File: src/rtl/stepper_pkg.sv
// Shared types and constants for the four-phase microstepping stepper driver.
package stepper_pkg;

    typedef enum logic [1:0] {
        ModeWave  = 2'd0,
        ModeFull  = 2'd1,
        ModeMicro = 2'd2
    } mode_t;

    typedef enum logic {
        StIdle = 1'b0,
        StRun  = 1'b1
    } state_t;

    // Phase index p names the leading coil pair.
    localparam logic [1:0] PH_AB = 2'd0;
    localparam logic [1:0] PH_BC = 2'd1;
    localparam logic [1:0] PH_CD = 2'd2;
    localparam logic [1:0] PH_DA = 2'd3;

    // Reserved encoding 3 drives like full-step.
    function automatic mode_t decode_mode(input logic [1:0] raw);
        mode_t m;
        case (raw)
            2'd0:    m = ModeWave;
            2'd2:    m = ModeMicro;
            default: m = ModeFull;
        endcase
        return m;
    endfunction

endpackage

File: src/rtl/stepper_phase_map.sv
// Combinational mapping from phase, microstep index, mode and direction to four coil duty words.
module stepper_phase_map
    import stepper_pkg::*;
#(
    parameter int unsigned DUTY_W  = 8,
    parameter int unsigned MICRO_N = 8
) (
    input  logic [1:0]                      p_i,
    input  logic [$clog2(MICRO_N)-1:0]      k_i,
    input  mode_t                           mode_i,
    input  logic                            dir_i,
    input  logic                            energise_i,
    output logic [3:0][DUTY_W-1:0]          duty_o
);

    localparam int unsigned KW = $clog2(MICRO_N);
    localparam int unsigned PW = DUTY_W + 6;
    localparam logic [DUTY_W-1:0] DMAX = {DUTY_W{1'b1}};

    logic [PW-1:0]     prod;
    logic [DUTY_W-1:0] lead;
    logic [DUTY_W-1:0] trail;
    logic [DUTY_W-1:0] c0_val;
    logic [DUTY_W-1:0] c1_val;
    logic [1:0]        c1_idx;

    always_comb begin
        prod   = PW'(k_i) * PW'(DMAX);
        lead   = DUTY_W'(prod >> KW);
        trail  = DMAX - lead;
        c1_idx = p_i + 2'd1;
        c0_val = '0;
        c1_val = '0;
        case (mode_i)
            ModeWave: begin
                c0_val = DMAX;
            end
            ModeMicro: begin
                // Current migrates from coil p toward coil p+1 in the forward direction.
                if (dir_i) begin
                    c0_val = trail;
                    c1_val = lead;
                end else begin
                    c0_val = lead;
                    c1_val = trail;
                end
            end
            default: begin
                c0_val = DMAX;
                c1_val = DMAX;
            end
        endcase
        duty_o = '0;
        if (energise_i) begin
            duty_o[p_i]    = c0_val;
            duty_o[c1_idx] = c1_val;
        end
    end

endmodule

File: src/rtl/stepper_microstep_ctrl.sv
// Four-phase stepper move controller: wave/full/microstep sequencing, position tracking and
// start/busy/done handshake with abort.
module stepper_microstep_ctrl
    import stepper_pkg::*;
#(
    parameter int unsigned DUTY_W  = 8,
    parameter int unsigned MICRO_N = 8,
    parameter int unsigned STEP_W  = 16,
    parameter int unsigned DWELL_W = 12,
    parameter int unsigned POS_W   = 24
) (
    input  logic                     clk_i,
    input  logic                     rst_i,
    input  logic                     start_i,
    input  logic                     dir_i,
    input  logic [1:0]               mode_i,
    input  logic [STEP_W-1:0]        steps_i,
    input  logic [DWELL_W-1:0]       dwell_i,
    input  logic                     abort_i,
    input  logic                     hold_en_i,
    output logic                     busy_o,
    output logic                     done_o,
    output logic [DUTY_W-1:0]        out_a_o,
    output logic [DUTY_W-1:0]        out_b_o,
    output logic [DUTY_W-1:0]        out_c_o,
    output logic [DUTY_W-1:0]        out_d_o,
    output logic signed [POS_W-1:0]  pos_o
);

    localparam int unsigned KW = $clog2(MICRO_N);
    localparam logic [KW-1:0] KLAST = KW'(MICRO_N - 1);

    state_t                  state_q, state_d;
    logic [1:0]              p_q, p_d;
    logic [KW-1:0]           k_q, k_d;
    logic [POS_W-1:0]        pos_q, pos_d;
    logic [STEP_W-1:0]       steps_q, steps_d;
    logic [DWELL_W-1:0]      dwell_q, dwell_d;
    logic [DWELL_W-1:0]      cnt_q, cnt_d;
    mode_t                   mode_q, mode_d;
    logic                    dir_q, dir_d;
    logic                    done_q, done_d;
    logic [3:0][DUTY_W-1:0]  out_q, out_d;

    logic                    step_done;
    logic                    energise;

    always_comb begin
        state_d   = state_q;
        p_d       = p_q;
        k_d       = k_q;
        pos_d     = pos_q;
        steps_d   = steps_q;
        dwell_d   = dwell_q;
        cnt_d     = cnt_q;
        mode_d    = mode_q;
        dir_d     = dir_q;
        done_d    = 1'b0;
        step_done = 1'b0;

        case (state_q)
            StIdle: begin
                if (start_i) begin
                    if (steps_i != '0) begin
                        state_d = StRun;
                        mode_d  = decode_mode(mode_i);
                        dir_d   = dir_i;
                        steps_d = steps_i;
                        dwell_d = (dwell_i == '0) ? DWELL_W'(1) : dwell_i;
                        cnt_d   = '0;
                        k_d     = '0;
                    end else begin
                        done_d = 1'b1;
                    end
                end
            end
            StRun: begin
                // Abort takes priority, so a step finishing on the same edge is dropped.
                if (abort_i) begin
                    state_d = StIdle;
                    k_d     = '0;
                    cnt_d   = '0;
                end else if (cnt_q == dwell_q - DWELL_W'(1)) begin
                    cnt_d = '0;
                    if (mode_q == ModeMicro) begin
                        k_d       = k_q + KW'(1);
                        step_done = (k_q == KLAST);
                    end else begin
                        step_done = 1'b1;
                    end
                    if (step_done) begin
                        p_d     = dir_q ? p_q + 2'd1 : p_q - 2'd1;
                        pos_d   = dir_q ? pos_q + POS_W'(1) : pos_q - POS_W'(1);
                        steps_d = steps_q - STEP_W'(1);
                        if (steps_q == STEP_W'(1)) begin
                            state_d = StIdle;
                            done_d  = 1'b1;
                        end
                    end
                end else begin
                    cnt_d = cnt_q + DWELL_W'(1);
                end
            end
            default: begin
                state_d = StIdle;
            end
        endcase

        energise = (state_d == StRun) || hold_en_i;
    end

    // Duty words are computed from next-state values so they change on the same edge as p/k.
    stepper_phase_map #(
        .DUTY_W  (DUTY_W),
        .MICRO_N (MICRO_N)
    ) u_phase_map (
        .p_i        (p_d),
        .k_i        (k_d),
        .mode_i     (mode_d),
        .dir_i      (dir_d),
        .energise_i (energise),
        .duty_o     (out_d)
    );

    always_ff @(posedge clk_i or posedge rst_i) begin
        if (rst_i) begin
            state_q <= StIdle;
            p_q     <= PH_AB;
            k_q     <= '0;
            pos_q   <= '0;
            steps_q <= '0;
            dwell_q <= DWELL_W'(1);
            cnt_q   <= '0;
            mode_q  <= ModeFull;
            dir_q   <= 1'b1;
            done_q  <= 1'b0;
            out_q   <= '0;
        end else begin
            state_q <= state_d;
            p_q     <= p_d;
            k_q     <= k_d;
            pos_q   <= pos_d;
            steps_q <= steps_d;
            dwell_q <= dwell_d;
            cnt_q   <= cnt_d;
            mode_q  <= mode_d;
            dir_q   <= dir_d;
            done_q  <= done_d;
            out_q   <= out_d;
        end
    end

    assign busy_o  = (state_q == StRun);
    assign done_o  = done_q;
    assign out_a_o = out_q[0];
    assign out_b_o = out_q[1];
    assign out_c_o = out_q[2];
    assign out_d_o = out_q[3];
    assign pos_o   = pos_q;

endmodule

File: config.mk
export PLATFORM = sky130hd
export DESIGN_NAME = stepper_microstep_ctrl
export DESIGN_NICKNAME = d
export VERILOG_FILES = /design/src/rtl/stepper_pkg.sv /design/src/rtl/stepper_phase_map.sv /design/src/rtl/stepper_microstep_ctrl.sv
export SDC_FILE = /design/constraint.sdc
export NUM_CORES = 1
export LEC_CHECK = 0
export BUFFER_PORTS_ARGS = -buffer_cell sky130_fd_sc_hd__buf_2
export CAP_MARGIN = 20
export CORE_UTILIZATION = 25
export DETAILED_ROUTE_END_ITERATION = 6
export GPL_ROUTABILITY_DRIVEN = 0
export SLEW_MARGIN = 10
export SYNTH_ARGS = -nofsm -noshare
export SYNTH_HDL_FRONTEND = slang
export SYNTH_SLANG_ARGS = --single-unit
File: constraint.sdc
create_clock -name clk_i -period 7.2 [get_ports clk_i]
set_input_delay 0.72 -clock clk_i [delete_from_list [all_inputs] [get_ports clk_i]]
set_output_delay 0.72 -clock clk_i [all_outputs]
set_load 0.005 [all_outputs]
* After elaboration in Yosys (flattened, before gate mapping)
Cells that the tools add are included.
** Storage, ports and cells
- Register bits :: 106
- Logic and storage cells :: 113
- Input bits :: 36
- Output and inout bits :: 58
** Operators by class
- Add/sub/neg operators :: 10
- Reduce and logical (&&, ||, !) cells :: 11
- Muxes and demuxes :: 59
- Multiply operators :: 1
- Order comparisons :: 4
- Eq/ne operators :: 11
- Bitwise operators :: 3
** Operators by type and width (number)
- two-way mux 16 bit :: 5
- two-way mux 12 bit :: 5
- two-way mux 8 bit :: 5
- AND 32 bit :: 1
- bitwise mux 32 bit :: 1
- demux 8 bit (select 2 bit) :: 2
- two-way mux 32 bit :: 1
- case mux 16 bit (2 select lines) :: 1
- adder 24 x 1 -> 24 bit, second input constant :: 1
- two-way mux 24 bit :: 1
- case mux 12 bit (2 select lines) :: 1
- subtractor 24 x 1 -> 24 bit, second input constant :: 1
- two-way mux 1 bit :: 19
- == test 16 x 1 -> 1 bit, second input constant :: 1
- two-way mux 2 bit :: 8
- case mux 8 bit (2 select lines) :: 1
- nonzero test 16 bit :: 1
- subtractor 16 x 1 -> 16 bit, second input constant :: 1
- two-way mux 3 bit :: 5
- adder 12 x 1 -> 12 bit, second input constant :: 1
- == test 12 bit :: 1
- zero test 12 bit :: 1
- subtractor 12 x 1 -> 12 bit, second input constant :: 1
- multiplier 3 x 8 -> 11 bit, second input constant :: 1
- other kinds (21) :: 33

* Longest topological paths before layout
Gate-level depths: netlist of the first run.
- Depth after elaboration :: 16
- Gate-level depth with buffers :: 24

* Cells and area by module
A second synthesis of the first run with hierarchy kept.
** Second synthesis, totals
- Cells, all modules :: 726
- Area total of the unflattened synthesis :: 6701.4 µm²
** Modules (own cells, without submodules)
- stepper_microstep_ctrl :: cells an instance 599, times used 1, area each 5785.5 µm²
- stepper_phase_map :: cells an instance 127, times used 1, area each 915.9 µm²

* Worst setup path after synthesis of the first run
OpenSTA, ideal clock, no wires.
- Path kind :: reg-to-reg
- Start :: register dwell_q[1]
- End :: register out_q, in the netlist out_b_o[7]
- Data arrival time :: 5.776 ns
- Setup slack :: 1.338 ns
- Cell stages (with the launch flop) :: 24
- Period minus slack after synthesis :: 5.862 ns
- Buffers on the path :: 1
- Setup time :: 0.086 ns
- Required time :: 7.114 ns
- Path through :: dfrtp_1 > inv_1 > ha_1 > or3b_2 > nor4_1 > xnor2_1 > o2111ai_1 > or3_4 > clkbuf_1 > nor3_1 > a22o_1 > inv_1 > fa_1 > o21a_1 > fa_1 > fa_1 > a21oi_1 > o21bai_1 > a21oi_1 > xnor2_1 > o32ai_1 > nand3b_1 > o31ai_1 > nor3_1
** RTL lines
- from (decl) :: line stepper_microstep_ctrl.sv:38 : logic [DWELL_W-1:0] dwell_q, dwell_d;
- from (signal assigned) :: line stepper_microstep_ctrl.sv:144 : dwell_q <= dwell_d;
- to (signal assigned) :: line stepper_microstep_ctrl.sv:149 : out_q <= out_d;
- to (decl) :: line stepper_microstep_ctrl.sv:43 : logic [3:0][DUTY_W-1:0] out_q, out_d;

==> flow_summary.yaml, run 1 <==
outcome:
  outcome: "complete, no violations"
power_and_ir_drop:
  leakage_nw: 3.453
  power_density_mw_per_mm2: 250.8
  ir_worst_vdd_v: 0.00009424
clock_tree:
  cts_tree: "built"
  postCtsHoldBufs: 0
  cts-root-buf: "clkbuf_16"
  clock-sinks: 98
  path_clk_slew_ns: 0.08
  clk_path_buf_depth: 2
  ctsResizeCount: 0
  cts_buffers: 9
  clk_latency_ns: 0.36
  h-tree-depth: 3
  cts_setup_buffers: 0
synthesis:
  synth-edff-count: 0
  synth_seq_cells: 98
  seq_area_frac_synth: 0.3804
  syn_area_mm2: 0.006457
  synth_ff_type: "dfrtp_1"
  yosysTopAreaCell: "dfrtp_1"
  yosysWarnings: 0
  synth_nets: 796
  ys_async_sr_fraction: 1.000
  synth_area_leaders: "dfrtp_1 37%, ha_1 6.2%, o21ai_0 5.9%"
  avgSynthCellArea_um2: 8.944
  yosys.area.top_type_share: 0.3681
  syn-instance-count: 722
  synth_cell_type_count: 72
routing:
  first_pass_iters: 4
  wl_mm: 16.50
  drt-wirelength-per-cell_um: 14.58
  avgViaCountPerCell: 4.789
  detail-route-antenna-nets: 0
  drc: 0
  drt_iter0_markers: 338
  vias: 5421
final_layout:
  nets: 871
  area_delta_synth_final_pct: 16.68
  multiInputGateArea_mm2: 0.003747
  stdcell_count: 1132
  drive_above_1_share: 0.1883
  fillerInstances: 2713
  insertedDiodeCount: 0
  regArea_mm2: 0.002456
critical_path:
  end_kind: "register"
  cp_max_fo: 13
  cp-start-kind: "register"
  slowest_delay_ns: 0.71
  cp.arrival_ns: 6.66
  path_cells: "inv_1 > ha_1 > or3b_2 > nor4_1 > xnor2_1 > o2111ai_1 > or3_4 > nor3_1 > a22o_1 > inv_1 > fa_1 > o21a_1 > fa_1 > fa_1 > a21oi_1 > o21bai_1 > a21oi_1 > xnor2_1 > o32ai_1 > nand3b_1 > o31ai_1 > nor3_1"
  cp_common_cell: "fa_1"
  required_ns: 7.47
  slowest_stage: "o32ai_1"
  worstSetupPathType: "reg2reg"
floorplan:
  die_area_mm2: 0.02648
  rows: 58
  initial_utilization: 0.2557
  fp.coreArea_mm2: 0.02525
  die_w_um: 162.7
  num_io_pins: 94
  die_h_um: 162.7
global_routing:
  grt_usage: 0.1298
  grt_pass1_vias: 5332
  grt-busiest-layer: "met2"
  grt_util_met2: 0.2093
  grt_use_met3: 0.03209
  grt_first_pass_wirelength_mm: 27.37
  antenna_found_initial: 0
  grt_max_degree: 57
  grt_util_met1: 0.1693
  grt.overflow.total: 0
sta:
  period_minus_slack_ns: 6.392
  fin_skew_ns: 0.01425
  grt_setup_unrepaired: "false"
  max_freq_mhz: 156.4
  maxSlewViolCount: 0
  slew_headroom: 0.3977
  worst_pin_slew_ns: 0.9025
  hold_violations: 0
  finalSetupViolCount: 0
  finalCritPeriodShare: 0.8878
  fin_tns_setup_ns: 0
min_path:
  hp-class: "in2async"
place:
  dpl.cell_count: 1115
  io_buffers: 93
  hpwlAfterDp_mm: 11.95
run:
  drv_cap: 0
[path summary, 6_finish.rpt]
check / start / to / slack [ns] / depth (start not counted)
worst max register to register: dwell_q[0]$_DFFE_PP1P_ / out_b_o[7]$_DFF_PP0_ / 0.81 / 22
worst max-delay path: dwell_q[0]$_DFFE_PP1P_ / out_b_o[7]$_DFF_PP0_ / 0.81 / 22
min in group clk_i: pos_o[23]$_DFFE_PP0P_ / pos_o[23]$_DFFE_PP0P_ / 0.47 / 1
worst min register to register: pos_o[23]$_DFFE_PP0P_ / pos_o[23]$_DFFE_PP0P_ / 0.47 / 1
worst min-delay path: rst_i / pos_o[8]$_DFFE_PP0P_ / 0.41 / 2
max in group asynchronous: rst_i / out_c_o[0]$_DFF_PP0_ / 5.63 / 3
[cell usage after synthesis (all sizes together) (7+ instances only)]
cell,n
dfrtp,95
nand2,82
o21ai,77
nor2,54
xor2,37
ha,32
a21oi,31
nor3,30
xnor2,27
a211oi,24
clkbuf,23
inv,22
nand3,22
and3,20
buf,13
nor4,12
nand2b,11
o21bai,7
[through the flow]
step | utilization | setup WS [ns] | total power [W] | instance area (um^2) | hold WS, ns
3_3_place_gp | 0.2856 | 1.013 | 0.001370 | 7212 | 0.4553
2_1_floorplan | - | 1.338 | 0.001204 | 6457 | 0.4647
4_1_cts | 0.2979 | 0.8055 | 0.001912 | 7523 | 0.4217
5_1_grt | 0.2984 | 0.1554 | 0.002031 | 7535 | 0.4558
3_5_place_dp | 0.2856 | 0.8266 | 0.001382 | 7212 | 0.4642
6_report | 0.2984 | 0.8080 | 0.001890 | 7535 | 0.4088
[cell usage in the layout (no fill, tap or decap), drive strengths merged, types with 5 or more instances in the layout]
cell	n
buf	100
dfrtp	95
nand2	82
o21ai	77
nor2	54
xor2	37
ha	32
a21oi	31
nor3	30
xnor2	27
a211oi	24
inv	24
nand3	22
and3	20
nor4	12
nand2b	11
clkbuf	10
o21bai	7
nor2b	6
nand4	6
a311oi	6
o221a	6
fa	6
or3	6
or2	5
a31oi	5
o21a	5
a21o	5
[layout make-up]
| class | instances | area share |
|---|---|---|
| Clock buffer | 10 | 0.03172 |
| Clock inverter | 6 | 0.009631 |
| Inverter | 22 | 0.01129 |
| Multi-Input combinational cell | 566 | 0.4973 |
| Sequential cell | 98 | 0.3260 |
| Tap cell | 330 | 0.05480 |
| Timing Repair Buffer | 100 | 0.06925 |
[power breakdown]
part           internal, W  switching (W)  leakage [nW]  total [W]
Sequential        0.000650       0.000104          1.28   0.000754
Combinational     0.000269       0.000353          2.02   0.000622
Clock             0.000284       0.000230         0.149   0.000514
[worst max-delay path: cells and delay by family (launching register included)]
family	cells	cell delay (ns)
flip-flops	1	0.40
adder cells (fa/ha/maj)	4	1.65
AO/OA/AOI/OAI	8	1.89
AND/OR/NAND/NOR	6	1.91
buffers and inverters	2	0.17
XOR/XNOR	2	0.26
[cells by family (layout without fill, tap and decap cells)]
family | count (synthesis) | count (layout) | share of synthesized area
AOI/OAI and AO/OA | 189 | 189 | 0.1889
xor gates and xnor gates | 64 | 64 | 0.08797
DFF | 98 | 98 | 0.3804
buffers and inverters | 58 | 138 | 0.03992
muxes | 5 | 5 | 0.008138
and+or+nand+nor | 270 | 270 | 0.2141
adders and majority gates | 38 | 38 | 0.08060
[flip-flops by register name (all words and copies together) (netlist names), 2 cells and up]
| signal | cells |
|---|---|
| out_d_o | 6 |
| p_q | 2 |
| k_q | 3 |
| cnt_q | 12 |
| dwell_q | 12 |
| pos_o | 24 |
| out_c_o | 6 |
| steps_q | 16 |
| mode_q | 2 |
| out_b_o | 6 |
| out_a_o | 6 |
[layer usage]
layer,wire [um],up-vias
met2,7758,92
met5,0,-
met3,764,18
met1,7691,2584
li1,-,2727
met4,289,0
(Power assumes the default switching activity.)
==> run 2: changes to the inputs <==
Settings changed: BUFFER_PORTS_ARGS -buffer_cell sky130_fd_sc_hd__buf_2 to default, DONT_BUFFER_PORTS from default to 1.
==> run 2 against run 1 <==
- combinational power decreased by 13%
- clock skew decreased by 0.0069 ns
- first-iteration DRC count decreased by 33%
- global-route usage decreased by 0.31 points
- critical endpoint is now out_a_o[7]$_DFF_PP0_
==> flow_summary.yaml, run 2 (same netlist as run 1, synthesis figures left out) <==
outcome:
  outcome: "complete, no violations"
global_routing:
  antenna_found_initial: 0
  grt_max_degree: 64
  grt_first_pass_wirelength_mm: 26.32
  grt_usage: 0.1266
  grt_pass1_vias: 4908
  grt.overflow.total: 0
sta:
  grt_setup_unrepaired: "false"
  finalCritPeriodShare: 0.8814
  worst_pin_slew_ns: 0.9455
  maxSlewViolCount: 0
  fin_skew_ns: 0.007396
  finalSetupViolCount: 0
  fin_tns_setup_ns: 0
  hold_violations: 0
  slew_headroom: 0.3690
  period_minus_slack_ns: 6.346
  max_freq_mhz: 157.6
final_layout:
  area_delta_synth_final_pct: 9.320
  largest_reg_flops: 24
  nets: 778
  multiInputGateArea_mm2: 0.003747
  fillerInstances: 2697
  insertedDiodeCount: 0
  mostFrequentLayoutCells: "95 x dfrtp_1, 82 x nand2_1, 76 x o21ai_0"
  regArea_mm2: 0.002456
  final_common_cell: "dfrtp_1"
  drive_above_1_share: 0.08039
run:
  drv_cap: 0
clock_tree:
  postCtsHoldBufs: 0
  h-tree-depth: 3
  cts-root-buf: "clkbuf_16"
  clock-sinks: 98
  cts_setup_buffers: 0
  clk_latency_ns: 0.35
  ctsResizeCount: 0
  cts_tree: "built"
  clk_path_buf_depth: 2
  cts_buffers: 9
  path_clk_slew_ns: 0.07
floorplan:
  die_w_um: 162.7
  num_io_pins: 94
  die_area_mm2: 0.02648
  initial_utilization: 0.2557
  rows: 58
  fp.coreArea_mm2: 0.02525
  die_h_um: 162.7
place:
  io_buffers: 0
  hpwlAfterDp_mm: 11.77
critical_path:
  cp.arrival_ns: 6.59
  startpoint: "dwell_q[0]$_DFFE_PP1P_"
  cp-start-kind: "register"
  path_cells: "inv_1 > ha_1 > nor2b_1 > or3_1 > a31oi_1 > o2111ai_1 > or3_4 > nor3_1 > a22o_1 > inv_1 > fa_1 > o21a_1 > fa_1 > fa_1 > a21oi_1 > o21bai_1 > a21oi_1 > xnor2_1 > o32ai_1 > xnor2_1 > a211oi_1"
  worstSetupPathType: "reg2reg"
  r2r-start: "dwell_q[0]$_DFFE_PP1P_"
  end_kind: "register"
  slowest_delay_ns: 0.69
  slowest_stage: "o32ai_1"
  required_ns: 7.45
  cp_max_fo: 13
  cp_common_cell: "fa_1"
power_and_ir_drop:
  power_density_mw_per_mm2: 257.5
  power.total_w: 0.001818
  leakage_nw: 3.017
  ir_worst_vdd_v: 0.0001008
routing:
  detail-route-antenna-nets: 0
  drt_iter0_markers: 225
  drt-wirelength-per-cell_um: 15.59
  wl_mm: 16.20
  avgViaCountPerCell: 4.889
  vias: 5080
  drc: 0
  first_pass_iters: 4
min_path:
  hp-class: "in2async"
[run 2: cell types whose count changed in the layout (fill, tap and decap cells not counted), moves of 2 or more]
cell      delta
buf_2       -93
inv_6        +2
clkinv_4     +2
inv_8        -2
[run 2: area by class of cell]
class,count,area share
inverters,22,0.01205
clock buffers,10,0.03244
repair buffers,7,0.007976
flip-flops and latches,98,0.3479
multi-input cells,566,0.5308
well taps,330,0.05849
clock inverters,6,0.01028
[run 2: path summary, 6_finish.rpt]
check,to,slack [ns],cells past startpoint
max in group asynchronous,done_o$_DFF_PP0_,5.72,2
min reg2reg,pos_o[13]$_DFFE_PP0P_,0.53,2
max reg2reg,out_a_o[7]$_DFF_PP0_,0.85,21
min,pos_o[9]$_DFFE_PP0P_,0.25,1
min in group clk_i,dwell_q[9]$_DFFE_PP0P_,0.47,2
max,out_a_o[7]$_DFF_PP0_,0.85,21
[run 2: routing by layer]
layer	global-route usage	wire length, um	vias to the layer above
li1	-	-	2541
met1	0.1606	7132	2433
met2	0.2039	7701	90
met3	0.04253	1152	16
met4	0.03483	212	0
met5	0	0	-
[run 2: critical path, delay by kind of cell (launching register included)]
kind,cells,cell delay (ns)
adders and majority gates,4,1.65
and+or+nand+nor,4,1.33
AOI/OAI and AO/OA,9,2.29
xor gates and xnor gates,2,0.24
DFF,1,0.58
buffers and inverters,2,0.15
[run 2: report_power, final]
group	leakage [nW]	total (W)	internal [W]	switching, W
Sequential	1.28	0.000772	0.000650	0.000121
Clock	0.144	0.000503	0.000274	0.000229
Combinational	1.59	0.000544	0.000226	0.000318
Total	3.02	0.00182	0.00115	0.000668
[run 2: through the flow]
step                      utilization  instance area, um^2  worst slack [ns]  instances  hold WS (ns)
final                          0.2795                 7059            0.8540       1039        0.2543
after detailed placement       0.2676                 6758            0.8817       1023        0.5281
after global placement         0.2671                 6746             1.036       1022        0.5235
after CTS                      0.2795                 7059            0.8407       1039        0.2640
after global routing           0.2795                 7059            0.3974       1039        0.2880
after floorplan                     -                 6457             1.338        722        0.4647
==> run 3: changes to the inputs <==
--- a/config.mk
+++ b/config.mk
@@ -6,8 +6,9 @@
 export NUM_CORES = 1
 export LEC_CHECK = 0
+export BUFFER_PORTS_ARGS = -buffer_cell sky130_fd_sc_hd__buf_2
 export CAP_MARGIN = 20
 export CORE_UTILIZATION = 25
+export CTS_BUF_LIST = sky130_fd_sc_hd__clkbuf_4
 export DETAILED_ROUTE_END_ITERATION = 6
-export DONT_BUFFER_PORTS = 1
 export GPL_ROUTABILITY_DRIVEN = 0
 export SLEW_MARGIN = 10
==> constraint.sdc (replaced) <==
create_clock -name clk_i -period 7.2 [get_ports clk_i]
set_input_delay 0.36 -clock clk_i [delete_from_list [all_inputs] [get_ports clk_i]]
set_output_delay 0.36 -clock clk_i [all_outputs]
set_load 0.005 [all_outputs]
==> run 3 against run 2 <==
- critical path depth grew 1
- flip-flop and latch count unchanged
- hold slack lost 0.19 ns
- non-clock buffer count up 95
- utilization rose by 1.3 points
- count of clock-buffer cells in the layout decreased by 1
- via count up 8.4%
- maximum frequency decreased by 1.3%
- die area did not move
- first-iteration DRC count increased by 12%
- critical endpoint is now out_b_o[7]$_DFF_PP0_
==> flow_summary.yaml, run 3 (same netlist as run 1, synthesis figures left out) <==
sta:
  maxSlewViolCount: 0
  grt_setup_unrepaired: "false"
  hold_violations: 0
  timing.hold.ws_ns: 0.06843
  finalCritPeriodShare: 0.8934
  finalWorstSetupSlack_ns: 0.7673
  slew_headroom: 0.3894
  fin_tns_setup_ns: 0
  fin_skew_ns: 0.01507
  period_minus_slack_ns: 6.433
  worst_pin_slew_ns: 0.9149
  finalSetupViolCount: 0
  max_freq_mhz: 155.5
global_routing:
  grt_util_met2: 0.2143
  grt.overflow.total: 0
  antenna_found_initial: 0
  grt_util_met1: 0.1683
  grt_first_pass_wirelength_mm: 27.19
  grt_pass1_vias: 5319
  grt-busiest-layer: "met2"
  grt_use_met3: 0.02954
  grt_max_degree: 75
  grt_usage: 0.1299
floorplan:
  die_h_um: 162.7
  rows: 58
  fp.coreArea_mm2: 0.02525
  die_area_mm2: 0.02648
  die_w_um: 162.7
  num_io_pins: 94
  initial_utilization: 0.2557
min_path:
  hold_depth: 3
  hold_path_end: "dwell_q[11]$_DFFE_PP0P_"
  hp-class: "in2reg"
  min_from: "dwell_i[11]"
final_layout:
  regArea_mm2: 0.002456
  insertedDiodeCount: 0
  drive_above_1_share: 0.1878
  mostFrequentLayoutCells: "95 x dfrtp_1, 93 x buf_2, 82 x nand2_1"
  area_delta_synth_final_pct: 14.44
  nets: 873
  final_common_cell: "dfrtp_1"
  stdcell_count: 1134
  fin_util: 0.2926
  multiInputGateArea_mm2: 0.003747
  fillerInstances: 2714
  largest_reg_flops: 24
clock_tree:
  clk_latency_ns: 0.48
  h-tree-depth: 3
  cts_buffers: 9
  path_clk_slew_ns: 0.17
  clk_path_buf_depth: 2
  cts_setup_buffers: 0
  cts_tree: "built"
  clock-sinks: 98
  cts-root-buf: "clkbuf_4"
power_and_ir_drop:
  ir_worst_vdd_v: 0.00009192
  power_density_mw_per_mm2: 226.1
  leakage_nw: 3.393
routing:
  wl_mm: 16.52
  avgViaCountPerCell: 4.854
  first_pass_iters: 4
  drt_iter0_markers: 252
  vias: 5505
  drt-wirelength-per-cell_um: 14.56
  detail-route-antenna-nets: 0
  drc: 0
critical_path:
  end_kind: "register"
  r2r-start: "dwell_q[1]$_DFFE_PP0P_"
  rr_endpoint: "out_b_o[7]$_DFF_PP0_"
  reg2regPathDepth: 22
  worstSetupPathType: "reg2reg"
  cp_max_fo: 13
  cp-start-kind: "register"
  r2r_slack_ns: 0.77
  cp.arrival_ns: 6.85
  required_ns: 7.62
run:
  drv_cap: 0
place:
  dpl.cell_count: 1116
  dpl_worst_slack_ns: 0.8136
  hpwlAfterDp_mm: 12.04
  io_buffers: 93
outcome:
  outcome: "complete, no violations"
[run 3: cell types whose count changed in the layout (fill, tap and decap cells not counted)]
cell           delta
buf_16            +1
buf_2            +93
bufinv_16         -1
clkbuf_1          -1
clkbuf_16         -9
clkbuf_4          +9
clkinv_1          +1
clkinv_4          +2
clkinvlp_4        -1
dlygate4sd3_1     +1
inv_6             -2
inv_8             +2
[run 3: critical path, stage by stage (launching register included)]
cell and delay [ns]:
dfrtp_1 0.46, inv_1 0.09, ha_1 0.22, or3b_2 0.49, nor4_1 0.26, xnor2_1 0.16, o2111ai_1 0.15, or3_4 0.48
nor3_1 0.36, a22o_1 0.32, inv_1 0.08, fa_1 0.55, o21a_1 0.16, fa_1 0.45, fa_1 0.43, a21oi_1 0.15
o21bai_1 0.07, a21oi_1 0.25, xnor2_1 0.09, o32ai_1 0.70, nand3b_1 0.20, o31ai_1 0.09, nor3_1 0.16
[run 3: where the power goes]
group	total [W]	leakage [nW]	switching, W	internal (W)
Sequential	0.000750	1.28	0.000101	0.000649
Combinational	0.000624	2.04	0.000354	0.000271
Clock	0.000296	0.0715	0.000219	0.0000774
Total	0.00167	3.39	0.000673	0.000997
[run 3: worst max-delay path by stage]
stage | from | end | slack [ns] | cells after the start
4_1_cts | dwell_q[1]$_DFFE_PP0P_ | out_b_o[7]$_DFF_PP0_ | 0.79 | 22
3_3_place_gp | dwell_q[0]$_DFFE_PP1P_ | out_b_o[7]$_DFF_PP0_ | 1.04 | 22
2_1_floorplan | dwell_q[1]$_DFFE_PP0P_ | out_b_o[7]$_DFF_PP0_ | 1.34 | 23
5_1_grt | dwell_q[1]$_DFFE_PP0P_ | out_b_o[7]$_DFF_PP0_ | 0.15 | 22
3_5_place_dp | dwell_q[1]$_DFFE_PP0P_ | out_b_o[7]$_DFF_PP0_ | 0.81 | 22
6_report | dwell_q[1]$_DFFE_PP0P_ | out_b_o[7]$_DFF_PP0_ | 0.77 | 22
[run 3: layer usage]
| layer | part of all wire | wire length [um] |
|---|---|---|
| met1 | 0.47 | 7718 |
| met2 | 0.48 | 7850 |
| met3 | 0.041 | 683 |
| met4 | 0.016 | 263 |
| met5 | 0 | 0 |
[run 3: area by class of cell]
type	count	share of cell area
multi-input combinational	566	0.5071
tap	330	0.05588
sequential	98	0.3324
clock inverter	7	0.008297
clock buffer	9	0.009143
timing repair buffer	102	0.07569
inverter	22	0.01151
[run 3: metrics by stage]
stage	instance area (um^2)	total power [W]
finish	7390	0.001671
global route	7390	0.001810
CTS	7362	0.001692
detailed placement	7223	0.001383
global placement	7212	0.001370
floorplan	6457	0.001204
[run 3: what timing repair did]
item | 4_1_cts | 5_1_grt
gates resized for setup | 0 | 0
hold endpoints to repair | 24 | 0
hold buffers | 1 | 0
setup endpoints to repair | 0 | 0
